$ cat config.mk
export PLATFORM = sky130hd
export DESIGN_NAME = ex_muldiv_unit_flat
export DESIGN_NICKNAME = d
export VERILOG_FILES = /design/src/rtl/ex_muldiv_unit_if.sv /design/src/rtl/ex_muldiv_unit.sv /design/src/flat_wrapper.sv
export SDC_FILE = /design/constraint.sdc
export NUM_CORES = 1
export LEC_CHECK = 0
export ABC_CLOCK_PERIOD_IN_PS = 6400
export CAP_MARGIN = 20
export CORE_UTILIZATION = 34
export DETAILED_ROUTE_END_ITERATION = 6
export GPL_TIMING_DRIVEN = 0
export PLACE_DENSITY = 0.58
export SETUP_SLACK_MARGIN = 0.5
export SLEW_MARGIN = 0
export SYNTH_ARGS = -nofsm -noshare
export SYNTH_HDL_FRONTEND = slang
export SYNTH_SLANG_ARGS = --single-unit
$ cat constraint.sdc
create_clock -name clk -period 6.4 [get_ports clk]
set_clock_uncertainty 0.2 [all_clocks]
set_input_delay 1.6 -clock clk [delete_from_list [all_inputs] [get_ports clk]]
set_output_delay 1.6 -clock clk [all_outputs]
set_load 0.02 [all_outputs]
$ cat src/rtl/ex_muldiv_unit_if.sv
// ex_muldiv_unit_if
//   Handshake/data bundle between the EX stage and the iterative
//   multiply/divide unit.
//   master : EX-stage side (drives the instruction, observes the result/stall)
//   slave  : the multiply/divide unit
//   VALID_IN/FLUSH_IN/FUNCT3_IN/SRCA_IN/SRCB_IN : instruction and operands
//   RESULT_OUT/DONE_OUT/STALL_OUT/BUSY_OUT       : completion and pipeline control
interface ex_muldiv_unit_if #(
    parameter int WIDTH = 32
);
    logic             VALID_IN;
    logic             FLUSH_IN;
    logic [2:0]       FUNCT3_IN;
    logic [WIDTH-1:0] SRCA_IN;
    logic [WIDTH-1:0] SRCB_IN;
    logic [WIDTH-1:0] RESULT_OUT;
    logic             DONE_OUT;
    logic             STALL_OUT;
    logic             BUSY_OUT;

    modport master (
        output VALID_IN, FLUSH_IN, FUNCT3_IN, SRCA_IN, SRCB_IN,
        input  RESULT_OUT, DONE_OUT, STALL_OUT, BUSY_OUT
    );

    modport slave (
        input  VALID_IN, FLUSH_IN, FUNCT3_IN, SRCA_IN, SRCB_IN,
        output RESULT_OUT, DONE_OUT, STALL_OUT, BUSY_OUT
    );
endinterface

$ cat src/rtl/ex_muldiv_unit.sv
// ex_muldiv_unit
//   Iterative RV32M multiply/divide unit in the EX stage. One result bit per
//   cycle (radix-2 shift-add multiply, restoring divide), WIDTH cycles per
//   operation, STALL_OUT freezes IF/ID/EX until the one-cycle DONE_OUT pulse.
//   Ports:
//     clk  : rising-edge clock
//     rst  : asynchronous active-low reset
//     bus  : ex_muldiv_unit_if.slave (instruction, operands, result, control)
//   Build option:
//     MULDIV_DIV_EN defined   -> divide/remainder datapath and special cases
//     MULDIV_DIV_EN undefined -> FUNCT3_IN[2]=1 completes in one cycle with 0
//
//   state  | meaning
//   -------+-------------------------------------------------------------
//   S_IDLE | waiting for VALID_IN; operands latched on the starting edge
//   S_CALC | iterating, counter 0..WIDTH-1, result registered on the last
//   S_DONE | DONE_OUT high for one cycle, then back to S_IDLE
module ex_muldiv_unit #(
    parameter int WIDTH = 32
) (
    input  logic           clk,
    input  logic           rst,
    ex_muldiv_unit_if.slave bus
);
    localparam int CW = $clog2(WIDTH);

    typedef enum logic [1:0] {S_IDLE, S_CALC, S_DONE} state_t;

    state_t             state_q, state_d;
    logic [CW-1:0]      cnt_q, cnt_d;
    logic [2:0]         f3_q, f3_d;
    logic               a_neg_q, a_neg_d;
    logic               b_neg_q, b_neg_d;
    logic [WIDTH-1:0]   opb_q, opb_d;
    // Shared shift register: {accumulator/remainder, multiplier/quotient}
    logic [2*WIDTH-1:0] acc_q, acc_d;
    logic [WIDTH-1:0]   result_q, result_d;
    logic               done_q, done_d;
    logic               busy_q, busy_d;

    logic               a_signed, b_signed, a_neg_in, b_neg_in;
    logic [WIDTH-1:0]   a_mag, b_mag;
    logic               special;
    logic [WIDTH-1:0]   special_res;
    logic [WIDTH:0]     sum_mul;
    logic [2*WIDTH-1:0] mul_next, step_next, prod_fix;
    logic [WIDTH-1:0]   mul_res, final_res;
`ifdef MULDIV_DIV_EN
    logic [WIDTH:0]     r_shift, diff;
    logic [2*WIDTH-1:0] div_next;
    logic [WIDTH-1:0]   quo_fix, rem_fix;
    logic               div_zero, div_ovf;
`endif

    // Operand conditioning for the starting edge
    always_comb begin
        a_signed = (bus.FUNCT3_IN == 3'd1) || (bus.FUNCT3_IN == 3'd2) ||
                   (bus.FUNCT3_IN == 3'd4) || (bus.FUNCT3_IN == 3'd6);
        b_signed = (bus.FUNCT3_IN == 3'd1) || (bus.FUNCT3_IN == 3'd4) ||
                   (bus.FUNCT3_IN == 3'd6);
        a_neg_in = a_signed & bus.SRCA_IN[WIDTH-1];
        b_neg_in = b_signed & bus.SRCB_IN[WIDTH-1];
        a_mag    = a_neg_in ? -bus.SRCA_IN : bus.SRCA_IN;
        b_mag    = b_neg_in ? -bus.SRCB_IN : bus.SRCB_IN;
`ifdef MULDIV_DIV_EN
        div_zero = (bus.SRCB_IN == '0);
        div_ovf  = ((bus.FUNCT3_IN == 3'd4) || (bus.FUNCT3_IN == 3'd6)) &&
                   (bus.SRCA_IN == {1'b1, {(WIDTH-1){1'b0}}}) &&
                   (bus.SRCB_IN == '1);
        special  = bus.FUNCT3_IN[2] & (div_zero | div_ovf);
        // funct3[1] separates REM/REMU from DIV/DIVU
        if (div_zero) begin
            special_res = bus.FUNCT3_IN[1] ? bus.SRCA_IN : '1;
        end else begin
            special_res = bus.FUNCT3_IN[1] ? '0 : bus.SRCA_IN;
        end
`else
        special     = bus.FUNCT3_IN[2];
        special_res = '0;
`endif
    end

    // One iteration of the datapath
    always_comb begin
        sum_mul  = {1'b0, acc_q[2*WIDTH-1:WIDTH]} +
                   (acc_q[0] ? {1'b0, opb_q} : '0);
        mul_next = {sum_mul, acc_q[WIDTH-1:1]};
        prod_fix = (a_neg_q ^ b_neg_q) ? -mul_next : mul_next;
        mul_res  = (f3_q == 3'd0) ? prod_fix[WIDTH-1:0]
                                  : prod_fix[2*WIDTH-1:WIDTH];
`ifdef MULDIV_DIV_EN
        r_shift  = {acc_q[2*WIDTH-1:WIDTH], acc_q[WIDTH-1]};
        diff     = r_shift - {1'b0, opb_q};
        // diff[WIDTH] set means the trial subtraction borrowed: restore
        if (!diff[WIDTH]) begin
            div_next = {diff[WIDTH-1:0], acc_q[WIDTH-2:0], 1'b1};
        end else begin
            div_next = {r_shift[WIDTH-1:0], acc_q[WIDTH-2:0], 1'b0};
        end
        quo_fix   = (a_neg_q ^ b_neg_q) ? -div_next[WIDTH-1:0]
                                        : div_next[WIDTH-1:0];
        rem_fix   = a_neg_q ? -div_next[2*WIDTH-1:WIDTH]
                            : div_next[2*WIDTH-1:WIDTH];
        step_next = f3_q[2] ? div_next : mul_next;
        final_res = f3_q[2] ? (f3_q[1] ? rem_fix : quo_fix) : mul_res;
`else
        step_next = mul_next;
        final_res = mul_res;
`endif
    end

    // Next-state logic
    always_comb begin
        state_d  = state_q;
        cnt_d    = cnt_q;
        f3_d     = f3_q;
        a_neg_d  = a_neg_q;
        b_neg_d  = b_neg_q;
        opb_d    = opb_q;
        acc_d    = acc_q;
        result_d = result_q;

        if (bus.FLUSH_IN) begin
            state_d = S_IDLE;
            cnt_d   = '0;
        end else begin
            unique case (state_q)
                S_IDLE: begin
                    if (bus.VALID_IN) begin
                        f3_d    = bus.FUNCT3_IN;
                        a_neg_d = a_neg_in;
                        b_neg_d = b_neg_in;
                        opb_d   = b_mag;
                        acc_d   = {{WIDTH{1'b0}}, a_mag};
                        cnt_d   = '0;
                        if (special) begin
                            result_d = special_res;
                            state_d  = S_DONE;
                        end else begin
                            state_d  = S_CALC;
                        end
                    end
                end
                S_CALC: begin
                    acc_d = step_next;
                    if (cnt_q == CW'(WIDTH-1)) begin
                        result_d = final_res;
                        cnt_d    = '0;
                        state_d  = S_DONE;
                    end else begin
                        cnt_d    = cnt_q + CW'(1);
                    end
                end
                S_DONE: begin
                    state_d = S_IDLE;
                end
                default: begin
                    state_d = S_IDLE;
                end
            endcase
        end

        done_d = (state_d == S_DONE);
        busy_d = (state_d == S_CALC);
    end

    always_ff @(posedge clk or negedge rst) begin
        if (!rst) begin
            state_q  <= S_IDLE;
            cnt_q    <= '0;
            f3_q     <= '0;
            a_neg_q  <= 1'b0;
            b_neg_q  <= 1'b0;
            opb_q    <= '0;
            acc_q    <= '0;
            result_q <= '0;
            done_q   <= 1'b0;
            busy_q   <= 1'b0;
        end else begin
            state_q  <= state_d;
            cnt_q    <= cnt_d;
            f3_q     <= f3_d;
            a_neg_q  <= a_neg_d;
            b_neg_q  <= b_neg_d;
            opb_q    <= opb_d;
            acc_q    <= acc_d;
            result_q <= result_d;
            done_q   <= done_d;
            busy_q   <= busy_d;
        end
    end

    assign bus.RESULT_OUT = result_q;
    assign bus.DONE_OUT   = done_q;
    assign bus.BUSY_OUT   = busy_q;
    // Combinational so the freeze takes effect in the same cycle VALID_IN arrives
    assign bus.STALL_OUT  = rst & (((state_q == S_IDLE) & bus.VALID_IN) |
                                   (state_q == S_CALC));
endmodule

$ cat src/flat_wrapper.sv
// flat-port wrapper written by rule: the top's interface ports become plain ports
module ex_muldiv_unit_flat 
#(
    parameter int WIDTH = 32
)
  (clk, rst, bus_VALID_IN, bus_FLUSH_IN, bus_FUNCT3_IN, bus_SRCA_IN, bus_SRCB_IN, bus_RESULT_OUT, bus_DONE_OUT, bus_STALL_OUT, bus_BUSY_OUT);
  ex_muldiv_unit_if #(.WIDTH(WIDTH)) bus_i ();
  input  logic clk;
  input  logic rst;
  input wire logic [$bits(bus_i.VALID_IN)-1:0] bus_VALID_IN;
  input wire logic [$bits(bus_i.FLUSH_IN)-1:0] bus_FLUSH_IN;
  input wire logic [$bits(bus_i.FUNCT3_IN)-1:0] bus_FUNCT3_IN;
  input wire logic [$bits(bus_i.SRCA_IN)-1:0] bus_SRCA_IN;
  input wire logic [$bits(bus_i.SRCB_IN)-1:0] bus_SRCB_IN;
  output wire logic [$bits(bus_i.RESULT_OUT)-1:0] bus_RESULT_OUT;
  output wire logic [$bits(bus_i.DONE_OUT)-1:0] bus_DONE_OUT;
  output wire logic [$bits(bus_i.STALL_OUT)-1:0] bus_STALL_OUT;
  output wire logic [$bits(bus_i.BUSY_OUT)-1:0] bus_BUSY_OUT;
  assign bus_i.VALID_IN = bus_VALID_IN;
  assign bus_i.FLUSH_IN = bus_FLUSH_IN;
  assign bus_i.FUNCT3_IN = bus_FUNCT3_IN;
  assign bus_i.SRCA_IN = bus_SRCA_IN;
  assign bus_i.SRCB_IN = bus_SRCB_IN;
  assign bus_RESULT_OUT = bus_i.RESULT_OUT;
  assign bus_DONE_OUT = bus_i.DONE_OUT;
  assign bus_STALL_OUT = bus_i.STALL_OUT;
  assign bus_BUSY_OUT = bus_i.BUSY_OUT;
  ex_muldiv_unit #(.WIDTH(WIDTH)) u_core (.clk(clk), .rst(rst), .bus(bus_i));
endmodule
Word-level counts from Yosys, hierarchy flattened

Index checks and enable logic that the tools add are counted.
Widths: inputs -> output; s select.

Add/subtract/negate cells: 5
Multipliers: 0
Div/mod/pow operators: 0
Magnitude comparators: 0
Eq/ne operators: 12
Shift-type cells: 0
Mux-type cells: 20
Bitwise operators: 7
Reduce and logical (&&, ||, !) cells: 13

Operators by type and width:

| cell                | count |
|---|---|
| $mux 32             | 7 |
| $mux 64             | 2 |
| $pmux 64 s2         | 1 |
| $neg 32->32         | 2 |
| $neg 64->64         | 1 |
| $pmux 32 s2         | 1 |
| $add 32x33->33      | 1 |
| $mux 5              | 3 |
| $pmux 5 s2          | 1 |
| $mux 2              | 4 |
| $eq 3x3->1 const B  | 2 |
| $reduce_and 3->1    | 2 |
| $add 5x1->5 const B | 1 |
| $eq 5x5->1 const B  | 1 |
| $logic_or 1x1->1    | 5 |
| $reduce_and 5->1    | 1 |
| $and 1x1->1         | 4 |
| $eq 2x1->1 const B  | 2 |
| $ne 2x2->1 const B  | 2 |
| $pmux 2 s2          | 1 |
| $eq 3x1->1 const B  | 1 |
| $eq 3x2->1 const B  | 1 |
| $logic_not 3->1     | 1 |
| $ne 3x3->1 const B  | 1 |
| 9 further kinds     | 9 |

Bits in registers: 142
Latch bits: 0
Memory bits (writable): 0
Memory bits (read-only): 0
Output and inout bits: 35
Memories: 0

Logic depth before layout (Yosys ltp)

Depth in word-level cells: 8
Depth in mapped cells: 15
Depth with buffers taken out: 13

Least setup slack after synthesis

No wires, ideal clock.

Path kind: register to register
Start: register u_core.acc_q[0]
End: register u_core.result_q[26], in the netlist u_core.bus.RESULT_OUT[26]
Setup time: 126 ps
Arrival: 4124 ps
Data required time: 6074 ps
Path slack: 1951 ps
Cell stages (with the launch flop): 16
Path buffers: 2
Clock period less this slack: 4449 ps
Path through: dfrtp_1 > clkbuf_1 > and2_1 > ha_1 > fa_1 > a21o_1 > a221o_1 > a21oi_2 > o21ai_0 > xor2_1 > or4_1 > or2_2 > clkbuf_2 > or4_1 > a21oi_1 > o31ai_1

Longest elaborated chain between the ends: 7

Ends and longest elaborated chain:

| item                   | line                  | text |
|---|---|---|
| start, declared        | ex_muldiv_unit.sv:36  | `logic [2*WIDTH-1:0] acc_q, acc_d;` |
| start signal, assigned | ex_muldiv_unit.sv:175 | `acc_q <= '0;` |
| start signal, assigned | ex_muldiv_unit.sv:186 | `acc_q <= acc_d;` |
| $mux 32 (*)            | ex_muldiv_unit.sv:86  | `(acc_q[0] ? {1'b0, opb_q} : '0);` |
| $add 32x33->33 (*)     | ex_muldiv_unit.sv:85  | `sum_mul = {1'b0, acc_q[2*WIDTH-1:WIDTH]} +` |
| $neg 64->64            | ex_muldiv_unit.sv:88  | `prod_fix = (a_neg_q ^ b_neg_q) ? -mul_next : mul_next;` |
| $mux 64 (*)            | ex_muldiv_unit.sv:88  |  |
| $mux 32 (*)            | ex_muldiv_unit.sv:89  | `mul_res = (f3_q == 3'd0) ? prod_fix[WIDTH-1:0]` |
| $mux 32 (*)            | ex_muldiv_unit.sv:146 | `if (cnt_q == CW'(WIDTH-1)) begin` |
| $pmux 32 s2 (*)        | ex_muldiv_unit.sv:127 | `unique case (state_q)` |
| end signal, assigned   | ex_muldiv_unit.sv:187 | `result_q <= result_d;` |
| end, declared          | ex_muldiv_unit.sv:37  | `logic [WIDTH-1:0] result_q, result_d;` |

Mark *: on every way between the ends. The rest lies on a longest branch, timed or not. The select of a mux whose other input is x is not followed.
A chain may end at the register's enable or synchronous reset.

Final worst setup path

Ends and elaborated chain as after synthesis.

==> summary.md <==
| Metric | Value |
|---|---|
| Outcome | finished clean |
| Buffers & Inverters on Critical Path | 2 |
| Starting Density | 35.0% |
| CTS buffer count | 17 |
| Critical path endpoint category | register |
| PostCTS Resize Cnt | 0 |
| Max-cap viol count | 0 |
| ANT nets after route | 0 |
| Routed WL | roughly 35000 um |
| Maximum VDD drop | just over 0.2 mV |
| # rows | 64 |
| Delay-heaviest family, CP | simple AND/OR/NAND/NOR gates |
| Setup-failing EPs final | 0 |
| Top-area cell type share of the netlist area | 32.9% |
| Clk root buf | clkbuf_16 |
| Ant diodes | 0 |
| Critical Path Source Type | register |
| Simple-gate portion of the synthesized area | approximately 22% |
| RSZ-0062 raised after global routing | no |
| Worst-path cell chain | clkbuf_1 > and2_1 > ha_1 > fa_1 > a21o_1 > a221o_1 > a21oi_2 > o21ai_0 > xor2_1 > or4_1 > or2_2 > clkbuf_2 > or4_1 > a21oi_1 > o31ai_1 |
| CTS tree | done |
| Nets@finish | 1593 |
| Worst min-delay path class | register to register |
| Max clock buf depth | 2 |
| Antenna violations before repair | 0 |
| Crit share post-route | between 80 and 90% |
| Post-synthesis sequential area ratio | 32.9% |
| WL/cell | around 18 um |
| Top Ports | roughly 110 |
| Die height | between 150 and 200 um |
| Post-DP HPWL | around 27000 um |
| Largest net degree at the start of global routing | 88 |
| Clock latency on the worst-skew pair | between 0.4 and 0.5 ns |
| PD cells | 260 nW/um^2 |
| Critical Path Most Common Cell | or4_1 |
| CTS Hold Buffers Added | 0 |
| Fill count | roughly 3100 |
| DP Area | ~12000 um^2 |
| Leakage power | around 5.4 nW |
| Drt first-iter violations | 826 |
| Vias in the first global route | between 10000 and 15000 |
| DRC Markers | 0 |
| Layout cells sized above 1 | approximately 4.3% |
| Area leader, netlist | dfrtp_1 |
| Post-synth EDFFs | 0 |
| Fmax | 182 MHz |
| Grt ovf | 0 |
| Core Area | approximately 31000 um^2 |
| Synth Area in Compound Gates | around a quarter |
| Yosys cell types | 77 |
| Most frequent cells after synthesis | nand2_1, o21ai_0, dfrtp_1 |
| Mapped Cells | roughly 1400 |
| Post-Syn Area | between 10000 and 15000 um^2 |
| DIE WIDTH | approximately 180 um |
| Gr usage total | between 20 and 25% |
| Final worst path period need | around 5.5 ns |
| Hold Fails Final Rpt | 0 |
| Least-Margin Pin Slew | 1.04 ns |
| H-tree level count | 4 |
| XOR/XNOR Fraction of Synth Area | 10.3% |
| Final worst setup slack | between 0.9 and 1 ns |
| Port Buffer Count | 105 |
| TritonCTS Sinks | 142 |
| Highest-delay cell along the critical path | or4_1 |
| Post-DR vias/cell | 5.66 |
| Pwr Total | around 3.4 mW |
| Mux share of post-synthesis cell area | less than 1% |
| Clock transition at path regs | roughly 0.07 ns |
| Post-synthesis average cell area | between 7 and 8 um^2 |
| RePlAce Congestion | 0.914 |
| Synth area leaders | dfrtp_1, o21ai_0, nand2_1 |
| Slowest stage delay, CP | 0.64 ns |
| Area delta synth->final | 20.3% |
| Most frequent cell after synthesis | nand2_1 |
| FF+latch count, synth | roughly 140 |
| Async S/R FF share, synth | 100% |
| Die area | around 33000 um^2 |
| Syn nets | 1467 |
| Main combinational cell family by area after synthesis | compound AO/OA/AOI/OAI gates |
| Max-slew violations | 0 |
| Most frequently used flop master after synthesis | dfrtp_1 |
| Global-route wire length before repair | 55200 um |
| TritonRoute pass-1 iters | 5 |
| Synth Area in Adders | ~4.5% |
| Post-CTS setup buffer count | 0 |
| Worst Path Required | around 6.5 ns |
| Crit Path Category | register to register |
| Crit-path max FO | 10 |
| Routed via count | approximately 11000 |
| Finished layout cell area | between 10000 and 15000 um^2 |
| Worst Setup Slack post-DPL | about 1.1 ns |
| WP data arrival | about 5.6 ns |
| Relative slew slack | 29.7% |
| Synth Warn # | 0 |
==> tightest hold or removal path: stages, from the launching register on <==
cell and delay (ns):
dfrtp_1 0.34, nand2_1 0.05, nand2_1 0.05
==> state kept, by name (all words and copies together), names as in the netlist <==
signal                 flops
u_core.a_neg_q             1
u_core.acc_q              64
u_core.b_neg_q             1
u_core.bus.BUSY_OUT        1
u_core.bus.DONE_OUT        1
u_core.bus.RESULT_OUT     32
u_core.cnt_q               5
u_core.f3_q                3
u_core.opb_q              32
u_core.state_q             2
==> final cells by class <==
cell class                 count  area [um^2]  area share (%)
multi-input combinational   1116         6890            53.0
sequential                   142         3550            27.3
timing repair buffer         107         1090            8.36
tap                          396          495            3.81
clock buffer                  17          425            3.27
buffer                        73          278            2.14
clock inverter                15          176            1.36
inverter                      27          101           0.779
==> path summary, 6_finish.rpt <==
check	start	to	slack (ns)	depth (start not counted)
min reg2reg	u_core.bus.RESULT_OUT[16]$_DFFE_PN0P_	u_core.bus.RESULT_OUT[16]$_DFFE_PN0P_	0.27	2
min in group asynchronous	rst	u_core.opb_q[6]$_DFFE_PN0P_	1.04	1
max reg2reg	u_core.acc_q[0]$_DFFE_PN0P_	u_core.bus.RESULT_OUT[26]$_DFFE_PN0P_	0.92	15
max in group asynchronous	rst	u_core.acc_q[50]$_DFFE_PN0P_	4.14	2
max	u_core.acc_q[0]$_DFFE_PN0P_	u_core.bus.RESULT_OUT[26]$_DFFE_PN0P_	0.92	15
min	u_core.bus.RESULT_OUT[16]$_DFFE_PN0P_	u_core.bus.RESULT_OUT[16]$_DFFE_PN0P_	0.27	2
==> metrics by stage <==
step	util, %	setup TNS [ns]	hold slack, ns	std cells
final	42.1	0	0.271	1893
after CTS	42.1	0	0.281	1893
after global routing	42.1	0	0.305	1893
after floorplan	-	0	0.242	1358
after detailed placement	40.1	0	0.267	1861
after global placement	40.0	-357.02	0.260	1859
==> cell families after synthesis <==
kind of cell | count (synthesis)
buf+inv | 100
simple gates | 490
compound gates | 454
mux | 7
flops | 142
xor+xnor | 127
fa+ha+maj | 38
==> cells in the final DEF (no fill, tap or decap), types with 12 or more instances in the layout <==
| cell type | n |
|---|---|
| nand2_1 | 173 |
| o21ai_0 | 161 |
| dfrtp_1 | 142 |
| a21oi_1 | 125 |
| nor2_1 | 112 |
| clkdlybuf4s50_1 | 104 |
| xnor2_1 | 68 |
| clkbuf_1 | 67 |
| xor2_1 | 59 |
| and2_1 | 50 |
| ha_1 | 37 |
| nor3_1 | 30 |
| inv_1 | 27 |
| a22o_1 | 26 |
| o31ai_1 | 20 |
| nor4_1 | 18 |
| or3_1 | 18 |
| clkbuf_16 | 17 |
| a22oi_1 | 14 |
| or4_1 | 13 |
| o41ai_1 | 13 |
| o211ai_1 | 13 |
| nand3_1 | 12 |
==> power by group <==
| part | leakage [nW] | internal, mW | switching [mW] |
|---|---|---|---|
| sequential | 1.87 | 1.00 | 0.111 |
| clock | 0.292 | 0.558 | 0.477 |
| combinational | 3.18 | 0.463 | 0.769 |
==> layer usage <==
layer	wire length (um)	vias up	part of all wire (%)	track usage [%]
met5	0	-	0	0
met4	638	0	1.8	6.05
met3	2270	39	6.5	3.72
met2	16000	345	46	34.2
met1	16100	5133	46	29.9
li1	-	5188	-	-
(Power assumes the default switching activity.)
